==> config.mk <==
export PLATFORM = sky130hd
export DESIGN_NAME = joypad_responder
export DESIGN_NICKNAME = d
export VERILOG_FILES = /design/src/rtl/joypad_pkg.sv /design/src/rtl/joypad_port.sv /design/src/rtl/joypad_responder.sv
export SDC_FILE = /design/constraint.sdc
export NUM_CORES = 1
export LEC_CHECK = 0
export CAP_MARGIN = 20
export CORE_MARGIN = 1
export CORE_UTILIZATION = 56
export CTS_CLUSTER_DIAMETER = 50
export DETAILED_ROUTE_END_ITERATION = 16
export PLACE_DENSITY = 0.87
export SYNTH_ARGS = -nofsm -noshare
export SYNTH_HDL_FRONTEND = slang
export SYNTH_HIERARCHICAL = 1
export SYNTH_SLANG_ARGS = --single-unit
==> constraint.sdc <==
create_clock -name clk -period 2.95 [get_ports clk]
set_input_delay 0.295 -clock clk [delete_from_list [all_inputs] [get_ports clk]]
set_output_delay 0.295 -clock clk [all_outputs]
set_load 0.01 [all_outputs]
==> src/rtl/joypad_pkg.sv <==
// Shared constants and types for the joypad responder.
package joypad_pkg;

    localparam int unsigned BTN_W = 8;

    localparam int unsigned BTN_A      = 0;
    localparam int unsigned BTN_B      = 1;
    localparam int unsigned BTN_SELECT = 2;
    localparam int unsigned BTN_START  = 3;
    localparam int unsigned BTN_UP     = 4;
    localparam int unsigned BTN_DOWN   = 5;
    localparam int unsigned BTN_LEFT   = 6;
    localparam int unsigned BTN_RIGHT  = 7;

    localparam logic [BTN_W-1:0] SIG_PORT1 = 8'h08;
    localparam logic [BTN_W-1:0] SIG_PORT2 = 8'h04;

    localparam int unsigned CHAIN_LEN_STD = 8;
    localparam int unsigned CHAIN_LEN_FS  = 24;

    typedef logic [BTN_W-1:0] btn_t;

endpackage

==> src/rtl/joypad_port.sv <==
// One controller port: button synchronisers, turbo masking, 4021-style load/shift register.
// Multitap chain support is compiled in only with JOYPAD_FOUR_SCORE_EN.
module joypad_port
    import joypad_pkg::*;
#(
    parameter int unsigned PORT_IDX        = 0,
    parameter int unsigned BTN_SYNC_STAGES = 2
) (
    input  logic       clk,
    input  logic       reset_n,
    input  logic       strobe,
    input  logic       joy_clock,
    input  btn_t       btn_first,
    input  btn_t       btn_second,
    input  logic [1:0] turbo_en,
    input  logic       turbo_phase,
    input  logic       fs_mode,
    output logic       data
);

`ifdef JOYPAD_FOUR_SCORE_EN
    localparam int unsigned SR_W = CHAIN_LEN_FS;
    localparam btn_t        SIG  = (PORT_IDX == 0) ? SIG_PORT1 : SIG_PORT2;
`else
    localparam int unsigned SR_W = CHAIN_LEN_STD;
`endif

    logic [BTN_SYNC_STAGES-1:0][BTN_W-1:0] sync1_q;
    logic [SR_W-1:0]                       sr_q;
    logic [SR_W-1:0]                       load_val;
    logic                                  clk_prev_q;
    logic                                  loaded_q;
    btn_t                                  sync1;
    btn_t                                  eff;
    logic                                  clk_fall;

    assign sync1    = sync1_q[BTN_SYNC_STAGES-1];
    assign clk_fall = clk_prev_q & ~joy_clock;

    // Turbo gates only A and B of the directly attached player.
    always_comb begin
        eff        = sync1;
        eff[BTN_A] = sync1[BTN_A] & (~turbo_en[0] | turbo_phase);
        eff[BTN_B] = sync1[BTN_B] & (~turbo_en[1] | turbo_phase);
    end

`ifdef JOYPAD_FOUR_SCORE_EN
    logic [BTN_SYNC_STAGES-1:0][BTN_W-1:0] sync2_q;

    always_ff @(posedge clk) begin
        if (!reset_n) begin
            sync2_q <= '0;
        end else begin
            sync2_q <= {sync2_q[BTN_SYNC_STAGES-2:0], btn_second};
        end
    end

    always_comb begin
        load_val = {{(SR_W-BTN_W){1'b1}}, eff};
        if (fs_mode) begin
            load_val = {SIG, sync2_q[BTN_SYNC_STAGES-1], eff};
        end
    end
`else
    logic unused_fs;
    assign unused_fs = &{1'b0, btn_second, fs_mode};

    always_comb begin
        load_val = eff;
    end
`endif

    // Shifting is only armed after a strobe so a reset abandons any read in progress.
    always_ff @(posedge clk) begin
        if (!reset_n) begin
            sync1_q    <= '0;
            sr_q       <= '0;
            clk_prev_q <= 1'b0;
            loaded_q   <= 1'b0;
        end else begin
            sync1_q    <= {sync1_q[BTN_SYNC_STAGES-2:0], btn_first};
            clk_prev_q <= joy_clock;
            if (strobe) begin
                sr_q     <= load_val;
                loaded_q <= 1'b1;
            end else if (loaded_q && clk_fall) begin
                sr_q <= {1'b1, sr_q[SR_W-1:1]};
            end
        end
    end

    assign data = sr_q[0];

endmodule

==> src/rtl/joypad_responder.sv <==
// Controller-side joypad interface: two serial ports plus a shared turbo modulator.
// Define JOYPAD_FOUR_SCORE_EN to build the four-player multitap chain.
module joypad_responder
    import joypad_pkg::*;
#(
    parameter int unsigned BTN_SYNC_STAGES = 2,
    parameter int unsigned TURBO_DIV       = 1_000_000
) (
    input  logic       clk,
    input  logic       reset_n,
    input  logic       joypad_strobe,
    input  logic [1:0] joypad_clock,
    output logic [1:0] joypad_data,
    input  logic [7:0] btn_p1,
    input  logic [7:0] btn_p2,
    input  logic [7:0] btn_p3,
    input  logic [7:0] btn_p4,
    input  logic [3:0] turbo_en,
    input  logic       four_score_mode
);

    localparam int unsigned TURBO_W = $clog2(TURBO_DIV);

    logic [TURBO_W-1:0] turbo_cnt_q;
    logic               turbo_phase_q;

    // Shared turbo divider; phase flips each time the counter wraps.
    always_ff @(posedge clk) begin
        if (!reset_n) begin
            turbo_cnt_q   <= '0;
            turbo_phase_q <= 1'b0;
        end else if (turbo_cnt_q == TURBO_W'(TURBO_DIV - 1)) begin
            turbo_cnt_q   <= '0;
            turbo_phase_q <= ~turbo_phase_q;
        end else begin
            turbo_cnt_q <= turbo_cnt_q + TURBO_W'(1);
        end
    end

    joypad_port #(
        .PORT_IDX        (0),
        .BTN_SYNC_STAGES (BTN_SYNC_STAGES)
    ) u_port1 (
        .clk         (clk),
        .reset_n     (reset_n),
        .strobe      (joypad_strobe),
        .joy_clock   (joypad_clock[0]),
        .btn_first   (btn_p1),
        .btn_second  (btn_p3),
        .turbo_en    (turbo_en[1:0]),
        .turbo_phase (turbo_phase_q),
        .fs_mode     (four_score_mode),
        .data        (joypad_data[0])
    );

    joypad_port #(
        .PORT_IDX        (1),
        .BTN_SYNC_STAGES (BTN_SYNC_STAGES)
    ) u_port2 (
        .clk         (clk),
        .reset_n     (reset_n),
        .strobe      (joypad_strobe),
        .joy_clock   (joypad_clock[1]),
        .btn_first   (btn_p2),
        .btn_second  (btn_p4),
        .turbo_en    (turbo_en[3:2]),
        .turbo_phase (turbo_phase_q),
        .fs_mode     (four_score_mode),
        .data        (joypad_data[1])
    );

endmodule

After elaboration in Yosys (flattened, before gate mapping)
Cells that the tools add are included.
{"block": "totals", "ff_bits": 72, "in_bits": 42, "elab_cells": 40}
{"block": "op_classes", "add_sub_neg": 1, "eq_ne": 1, "muxes": 4, "bitwise": 18, "reduce_logical": 5}
{"op": "8-bit two-way mux", "n": 4}
{"op": "20-bit by 1-bit adder with 20-bit output, second input constant", "n": 1}
{"op": "20-bit == test, second input constant", "n": 1}
{"op": "1-bit NOT", "n": 8}
{"op": "1-bit bitwise AND", "n": 6}
{"op": "1-bit OR", "n": 4}
{"op": "2-bit nonzero test", "n": 2}
{"op": "1-bit logical AND", "n": 2}
{"op": "2-bit OR reduction", "n": 1}

Longest topological paths before layout
Gate-level depths: netlist of the first run.
{"block": "depth", "ltp_word": 5, "depth_mapped": 6, "mapped_depth_nobuf": 5}

By module
Netlist of the first run, hierarchy kept.
{"module": "joypad_port", "n_inst": 2, "cells_per_inst": 79, "area_each_um2": 857.1, "seq_area_each_um2": 520.5}
{"module": "joypad_responder", "n_inst": 1, "cells_per_inst": 105, "area_each_um2": 975.9, "seq_area_each_um2": 420.4}

Worst setup path after synthesis of the first run
No wires, ideal clock.
{"block": "synth_timing", "path_type": "reg-to-reg", "startpoint": "register turbo_cnt_q[0]", "endpoint": "register turbo_cnt_q[14]", "arrival_ps": 1549, "required_time_ps": 2833, "path_slack_ps": 1284, "path_stages_with_launch": 7, "cell_sequence": "dfxtp_1 > ha_1 > nand3_2 > or2_1 > o21ai_2 > buf_2 > nor2_1"}
{"block": "synth_via", "elab_chain_len": 2}
{"item": "from (decl)", "line": "joypad_responder.sv:24", "text": "logic [TURBO_W-1:0] turbo_cnt_q;"}
{"item": "from (signal assigned)", "line": "joypad_responder.sv:36", "text": "turbo_cnt_q <= turbo_cnt_q + TURBO_W'(1);"}
{"item": "parallel branches: the longest is 2 deep, another holds 20-bit by 1-bit adder with 20-bit output"}
Several ways; the timed one is not identified.
A chain may end at the register's enable or synchronous reset.

Worst setup path in the final report of the first run
{"block": "layout_timing", "startpoint": "register turbo_cnt_q[0]", "endpoint": "register turbo_cnt_q[7]"}
Same word-level chain as after synthesis.

==> Flow_metrics.wiki, run 1 <==
{| class="wikitable"
! Metric !! Value
|-
| Outcome || completed
|-
| Clock-pin slew of the registers on the worst-case setup and hold paths || 0.07 ns
|-
| Number of enable flip-flop cells after synthesis || 0
|-
| Number of setup violations in the final report || 0
|-
| Proportion of netlist area held by the largest area contributor || 54.3%
|-
| Hold WS || 0.426 ns
|-
| Syn Inst Count || 263
|-
| Netlist area before placement || around 0.0027 mm^2
|-
| Number of antenna violations at the first check in global routing || 0
|-
| Final-report max-slew violation count || 0
|-
| Destination of the worst register-to-register timing path || turbo_cnt_q[7]
|-
| Pin count of the biggest net entering global routing || 31
|-
| Max capacitance violation total || 0
|-
| Fmax || 510 MHz
|-
| Register-to-Register Path Depth || 5
|-
| Share of flip-flops with an asynchronous set or reset after synthesis || 0%
|-
| Post-synthesis sequential element count || 73
|-
| Slew @ Worst Pin || 0.743 ns
|-
| Placement row count || 24
|-
| Max clock buf depth || 2
|-
| Root Driver || clkbuf_8
|-
| Number of DRC violations after detailed routing || 0
|-
| Top cells by area, synth || dfxtp_1 54%, and2_1 7.7%, mux2i_1 5.2%, xnor2_1 4.2%, nor2_1 3.9%
|-
| Clock period minus final worst setup slack || 1.96 ns
|-
| Drt total wl || roughly 4.2 mm
|-
| Largest area contributor in the netlist || dfxtp_1
|-
| Final worst-path cycle share || 66.4%
|-
| Type of origin of the critical path || flip-flop
|-
| Top FF cell, synth || dfxtp_1
|-
| HP Class || reg2reg
|-
| Setup repair after global routing missed its margin || no
|-
| Average cell area after synthesis || between 10 and 15 um^2
|-
| Startpoint of the worst-slack reg-to-reg timing path || turbo_cnt_q[0]
|-
| Horizontal die dimension || 71.3 um
|-
| Total of warnings raised by yosys || 6
|-
| Total via count in the routed design || 1801
|-
| CTS sink cnt || 73
|-
| Clk_lat worst skew || 0.33 ns
|-
| Synth-to-layout area growth || 18.2%
|-
| Leak Pwr || about 1.2 nW
|-
| Total routing resource utilization after global routing || 19.4%
|-
| IO buf count || 26
|-
| Core Area || 0.00447 mm^2
|-
| Total gr overflow || 0
|-
| Wire length of the first global-routing pass || 7.49 mm
|-
| Max rail drop VDD || 0.000415 V
|-
| Number of hold violations in the final report || 0
|-
| Arrival time of the worst setup path || 2.15 ns
|-
| Post-CTS setup buffer count || 0
|-
| Number of CTS-inserted buffers || 9
|-
| Total half-perimeter wirelength after legalization and detailed placement || 2.88 mm
|-
| Number of gates resized after CTS || 0
|-
| Number of nets in the layout || 335
|-
| Net Count, Synth || ~310
|-
| Vias in the first global route || 1758
|-
| Height of the die || 71.3 um
|-
| Average wire length per cell after detail routing || 12.0 um
|-
| Top Ports || between 40 and 50
|-
| Initial standard-cell utilization of the core || approximately three fifths
|-
| Critical path type || reg2reg
|-
| Post-CTS Hold Buffers || 0
|-
| DR iter-0 viols || 89
|-
| Number of nets with antenna violations after routing || 0
|-
| Ratio of cells with drive above 1 in the final layout || between 10% and 20%
|-
| CP required || 3.14 ns
|-
| Hold depth || 1
|-
| Worst-path maximum fanout || 18
|-
| Length of the first detailed-routing pass in iterations || 4
|-
| Launching instance or port of the critical path || turbo_cnt_q[0]
|-
| Setup crit end kind || flip-flop
|-
| Number of unique standard cell types used by synthesis || 38
|-
| Vias per std cell || 5.16
|-
| Endpoint of the most critical setup path || turbo_cnt_q[7]
|-
| Fraction of the yosys area taken by sequential cells || 54.3%
|-
| Die ar. || 0.00509 mm^2
|-
| Number of H-tree levels || 3
|-
| Antenna Cells || 0
|-
| Pwr per Cell Area || 616 mW/mm^2
|-
| Clock tree from TritonCTS || done
|-
| Worst-case clock skew || 0.00373 ns
|-
| Startpoint of the lowest-slack hold path || u_port2/sync1_q[2]
|-
| Worst setup slack for register-to-register paths || 0.99 ns
|-
| Setup TNS after final layout || 0 ns
|-
| Relative slew slack || 50.3%
|-
| Placer Congestion || 0.750
|}
worst max-delay path, stage by stage, from the launching register on:
cell     delay [ns]
dfxtp_1        0.39
ha_1           0.21
nand3_2        0.19
or2_1          0.32
o21ai_2        0.59
nor2_1         0.11
layout make-up:
type,count,area [um^2]
Inverter,10,37.5
Clock inverter,6,82.6
Tap cell,52,65.1
Timing Repair Buffer,27,268
Fill cell,332,1290
Multi-Input combinational cell,171,1140
Sequential cell,73,1460
Clock buffer,10,128
synthesized netlist by cell type, drive strengths merged, types with 5 or more instances:
master / number
nand3: 6
o21ai: 13
nor2: 28
a21oi: 19
dfxtp: 73
mux2i: 14
xnor2: 13
and2: 35
nor4: 5
buf: 5
nand2b: 5
inv: 10
flip-flops by register name, indices dropped and copies added, names as in the netlist, 8 cells and up:
register / cells
u_port2/sr_q: 8
u_port1/sync1_q: 8
u_port1/sr_q: 8
u_port2/sync1_q: 8
u_port2/sync1: 8
turbo_cnt_q: 20
u_port1/sync1: 8
metrics by stage:
stage	total power, mW	utilization, %	cells	worst slack, ns	instance area (um^2)
floorplan	1.12	-	263	1.28	2690
global placement	1.17	66.4	333	0.987	2970
detailed placement	1.17	66.4	333	0.927	2970
CTS	1.98	71.1	349	0.933	3180
global route	2.05	71.1	349	0.827	3180
finish	1.96	71.1	349	0.990	3180
cell families after synthesis:
kind of cell,count (synthesis),synth area share (%)
and+or+nand+nor,103,23.4
DFF,73,54.3
AOI/OAI and AO/OA,38,8.33
buffers and inverters,19,3.35
xor gates and xnor gates,15,4.88
muxes,14,5.21
adders and majority gates,1,0.465
cell usage in the layout, fill, tap and decap left out, types with 3 or more instances in the layout:
cell	instances
inv_1	10
nand2b_1	5
nand3_1	4
nor4_1	4
and2_1	33
dfxtp_1	73
nand2_1	4
nor4b_1	3
clkinv_2	3
mux2i_1	14
clkbuf_8	9
nor2_1	28
xnor2_1	13
clkdlybuf4s50_1	26
a21oi_1	19
o21ai_0	12
report_power, final:
part           internal, mW  switching (mW)  total [mW]
Combinational        0.0611          0.0468       0.108
Clock                 0.472           0.337       0.808
Sequential             1.03          0.0165        1.04
routing by layer:
metal  up-vias  GRT usage (%)  part of all wire [%]  routed length, um
met5         -              0                     0                  0
met4         0           10.9                   2.0                 85
met3         8           6.89                   4.2                175
met2        33           32.0                    48               2010
met1       815           21.9                    46               1940
li1        945              -                     -                  -
worst min path at each step:
| stage | to | slack [ns] |
|---|---|---|
| after global placement | u_port1/sync1[2] | 0.41 |
| after detailed placement | u_port2/sync1[2] | 0.41 |
| after CTS | u_port2/sync1[2] | 0.43 |
| after global routing | u_port2/sync1[2] | 0.46 |
| final | u_port2/sync1[2] | 0.43 |
| after floorplan | u_port1/sync1[2] | 0.41 |
(Power assumes the default switching activity.)
==> inputs of run 2 (changes only) <==
--- a/config.mk
+++ b/config.mk
@@ -7,10 +7,10 @@
 export LEC_CHECK = 0
 export CAP_MARGIN = 20
 export CORE_MARGIN = 1
-export CORE_UTILIZATION = 56
+export CORE_UTILIZATION = 52
 export CTS_CLUSTER_DIAMETER = 50
 export DETAILED_ROUTE_END_ITERATION = 16
-export PLACE_DENSITY = 0.87
+export PLACE_DENSITY = 0.82
 export SYNTH_ARGS = -nofsm -noshare
 export SYNTH_HDL_FRONTEND = slang
 export SYNTH_HIERARCHICAL = 1
==> constraint.sdc (replaced) <==
create_clock -name clk -period 1.9 [get_ports clk]
set_input_delay 0.19 -clock clk [delete_from_list [all_inputs] [get_ports clk]]
set_output_delay 0.19 -clock clk [all_outputs]
set_load 0.01 [all_outputs]
==> run 2 against run 1 <==
  * First-iteration DRC count decreased by 27%
  * Count of clock-buffer cells in the layout unchanged
  * Utilization is 3.0 points lower
  * Largest power group unchanged
  * Worst setup slack got worse by 0.81 ns
  * Critical endpoint is now turbo_cnt_q[19]
  * Cell count increased by 6.0%
  * Sequential share of layout area is 1.7 points lower
  * Largest cell class unchanged
  * Hold slack got worse by 0.0030 ns
==> Flow_metrics.wiki, run 2 (synthesis results as in run 1) <==
{| class="wikitable"
! Metric !! Value
|-
| Synth-to-layout area growth || 22.7%
|-
| Critical path type || reg2reg
|-
| Commonest non-fill, non-tap cells in the layout || 73 x dfxtp_1, 33 x and2_1, 28 x nor2_1
|-
| Setup repair after global routing missed its margin || no
|-
| Number of H-tree levels || 3
|-
| Wire length of the first global-routing pass || around 7 mm
|-
| Register-to-Register Path Depth || 4
|-
| Total routing resource utilization after global routing || between 10% and 20%
|-
| Vias in the first global route || 1653
|-
| Fmax || about 580 MHz
|-
| Clk_lat worst skew || about 0.34 ns
|-
| Standard cell area after detailed placement || 0.00305 mm^2
|-
| Max clock buf depth || 2
|-
| Register with the highest flop count || turbo_cnt_q
|-
| Wire length on met2 || 1.97 mm
|-
| Final-report max-slew violation count || 0
|-
| Setup crit end kind || flip-flop
|-
| Launching instance or port of the critical path || turbo_cnt_q[4]
|-
| Number of nets in the layout || 341
|-
| Final worst-path cycle share || between 90% and 100%
|-
| Antenna Cells || 0
|-
| Endpoint of the most critical setup path || turbo_cnt_q[19]
|-
| Number of nets with antenna violations after routing || 0
|-
| Vias per std cell || 4.98
|-
| Arrival time of the worst setup path || 1.99 ns
|-
| Clock period minus final worst setup slack || 1.72 ns
|-
| Average wire length per cell after detail routing || 11.4 um
|-
| Number of DRC violations after detailed routing || 0
|-
| Pwr per Cell Area || 991 mW/mm^2
|-
| Placement row count || 25
|-
| Total half-perimeter wirelength after legalization and detailed placement || about 2.8 mm
|-
| Pin count of the biggest net entering global routing || 37
|-
| CP required || 2.17 ns
|-
| Metal-1 WL || 1.92 mm
|-
| Number of antenna violations at the first check in global routing || 0
|-
| Number of hold violations in the final report || 0
|-
| Height of the die || 73.9 um
|-
| Outcome || completed
|-
| Total via count in the routed design || 1843
|-
| Post-route cell area || 0.00330 mm^2
|-
| Post-CTS Hold Buffers || 0
|-
| Root Driver || clkbuf_8
|-
| Post-CTS setup buffer count || 0
|-
| Destination of the worst register-to-register timing path || turbo_cnt_q[19]
|-
| Total gr overflow || 0
|-
| Clock tree from TritonCTS || done
|-
| Length of the first detailed-routing pass in iterations || 4
|-
| Placer Congestion || 0.830
|-
| Number of setup violations in the final report || 0
|-
| Top Ports || 44
|-
| Relative slew slack || between 60% and 70%
|-
| Worst-path maximum fanout || 9
|-
| Highest metal used || met4
|-
| Worst-case clock skew || 0.00929 ns
|-
| Initial standard-cell utilization of the core || 55.5%
|-
| HP Class || in2reg
|-
| Horizontal die dimension || around 74 um
|-
| Flip-flop count of the largest register after layout || 20
|-
| Ratio of cells with drive above 1 in the final layout || around an eighth
|-
| Number of gates resized after CTS || 0
|-
| DR iter-0 viols || 65
|-
| Core Area || around 0.0048 mm^2
|-
| Max rail drop VDD || 0.000731 V
|-
| Clock-pin slew of the registers on the worst-case setup and hold paths || 0.07 ns
|-
| Worst setup slack for register-to-register paths || 0.18 ns
|-
| Routed length on met3 || 200 um
|-
| Setup TNS after final layout || 0 ns
|-
| Slew @ Worst Pin || approximately 0.52 ns
|-
| Max capacitance violation total || 0
|-
| Startpoint of the worst-slack reg-to-reg timing path || turbo_cnt_q[4]
|-
| Leak Pwr || 1.29 nW
|-
| Type of origin of the critical path || flip-flop
|-
| Die ar. || 0.00546 mm^2
|-
| IO buf count || 26
|-
| CTS sink cnt || 73
|-
| Drt total wl || ~4.2 mm
|-
| Number of CTS-inserted buffers || 9
|-
| Leading cell type in the layout, fill and taps excluded || dfxtp_1
|}
## run 2: cell types whose count changed in the layout (fill, tap and decap cells not counted), sizes merged
| cell | change |
|---|---|
| buf | +6 |
| bufinv | +1 |
| clkinv | -1 |
## run 2: per-layer routing
layer	vias to the layer above	global-route usage (%)
met1	834	19.4
met5	-	0
met2	43	28.3
met3	10	6.31
met4	0	12.2
li1	956	-
## run 2: area by class of cell
type | count | area, um^2
fillers | 368 | 1550
flip-flops and latches | 73 | 1460
multi-input cells | 171 | 1140
repair buffers | 33 | 325
clock buffers | 10 | 138
clock inverters | 6 | 115
well taps | 67 | 83.8
inverters | 10 | 37.5
## run 2: worst min-delay path by stage
| stage | start | to | slack, ns | cells after the start |
|---|---|---|---|---|
| final | btn_p2[6] | u_port2/sync1_q[6] | 0.42 | 2 |
| after global placement | u_port2/sync1_q[2] | u_port2/sync1[2] | 0.41 | 1 |
| after detailed placement | u_port1/sync1_q[2] | u_port1/sync1[2] | 0.41 | 1 |
| after global routing | btn_p1[5] | u_port1/sync1_q[5] | 0.41 | 2 |
| after floorplan | joypad_strobe | u_port1/loaded_q | 0.31 | 2 |
| after CTS | btn_p2[6] | u_port2/sync1_q[6] | 0.41 | 2 |
## run 2: where the power goes
part / switching [mW] / internal, mW / leakage, nW / total, mW
combinational: 0.0739 / 0.102 / 0.571 / 0.176
sequential: 0.0247 / 1.59 / 0.600 / 1.62
clock: 0.565 / 0.912 / 0.123 / 1.48
total: 0.664 / 2.61 / 1.29 / 3.27
## run 2: stage by stage
stage	total power, mW	setup slack, ns	std cells	utilization, %	hold slack, ns
floorplan	1.74	0.234	263	-	0.306
global placement	1.82	0.239	354	62.8	0.409
detailed placement	1.83	0.191	354	62.8	0.414
CTS	3.30	0.158	370	68.1	0.408
global route	3.40	0.0508	370	68.1	0.409
finish	3.27	0.184	370	68.1	0.423
## run 2: worst max-delay path, cell delays in order (launching register included)
cell and delay (ns):
dfxtp_1 0.45, nand4_4 0.20, or3_4 0.44, or4_1 0.41, a21oi_1 0.15
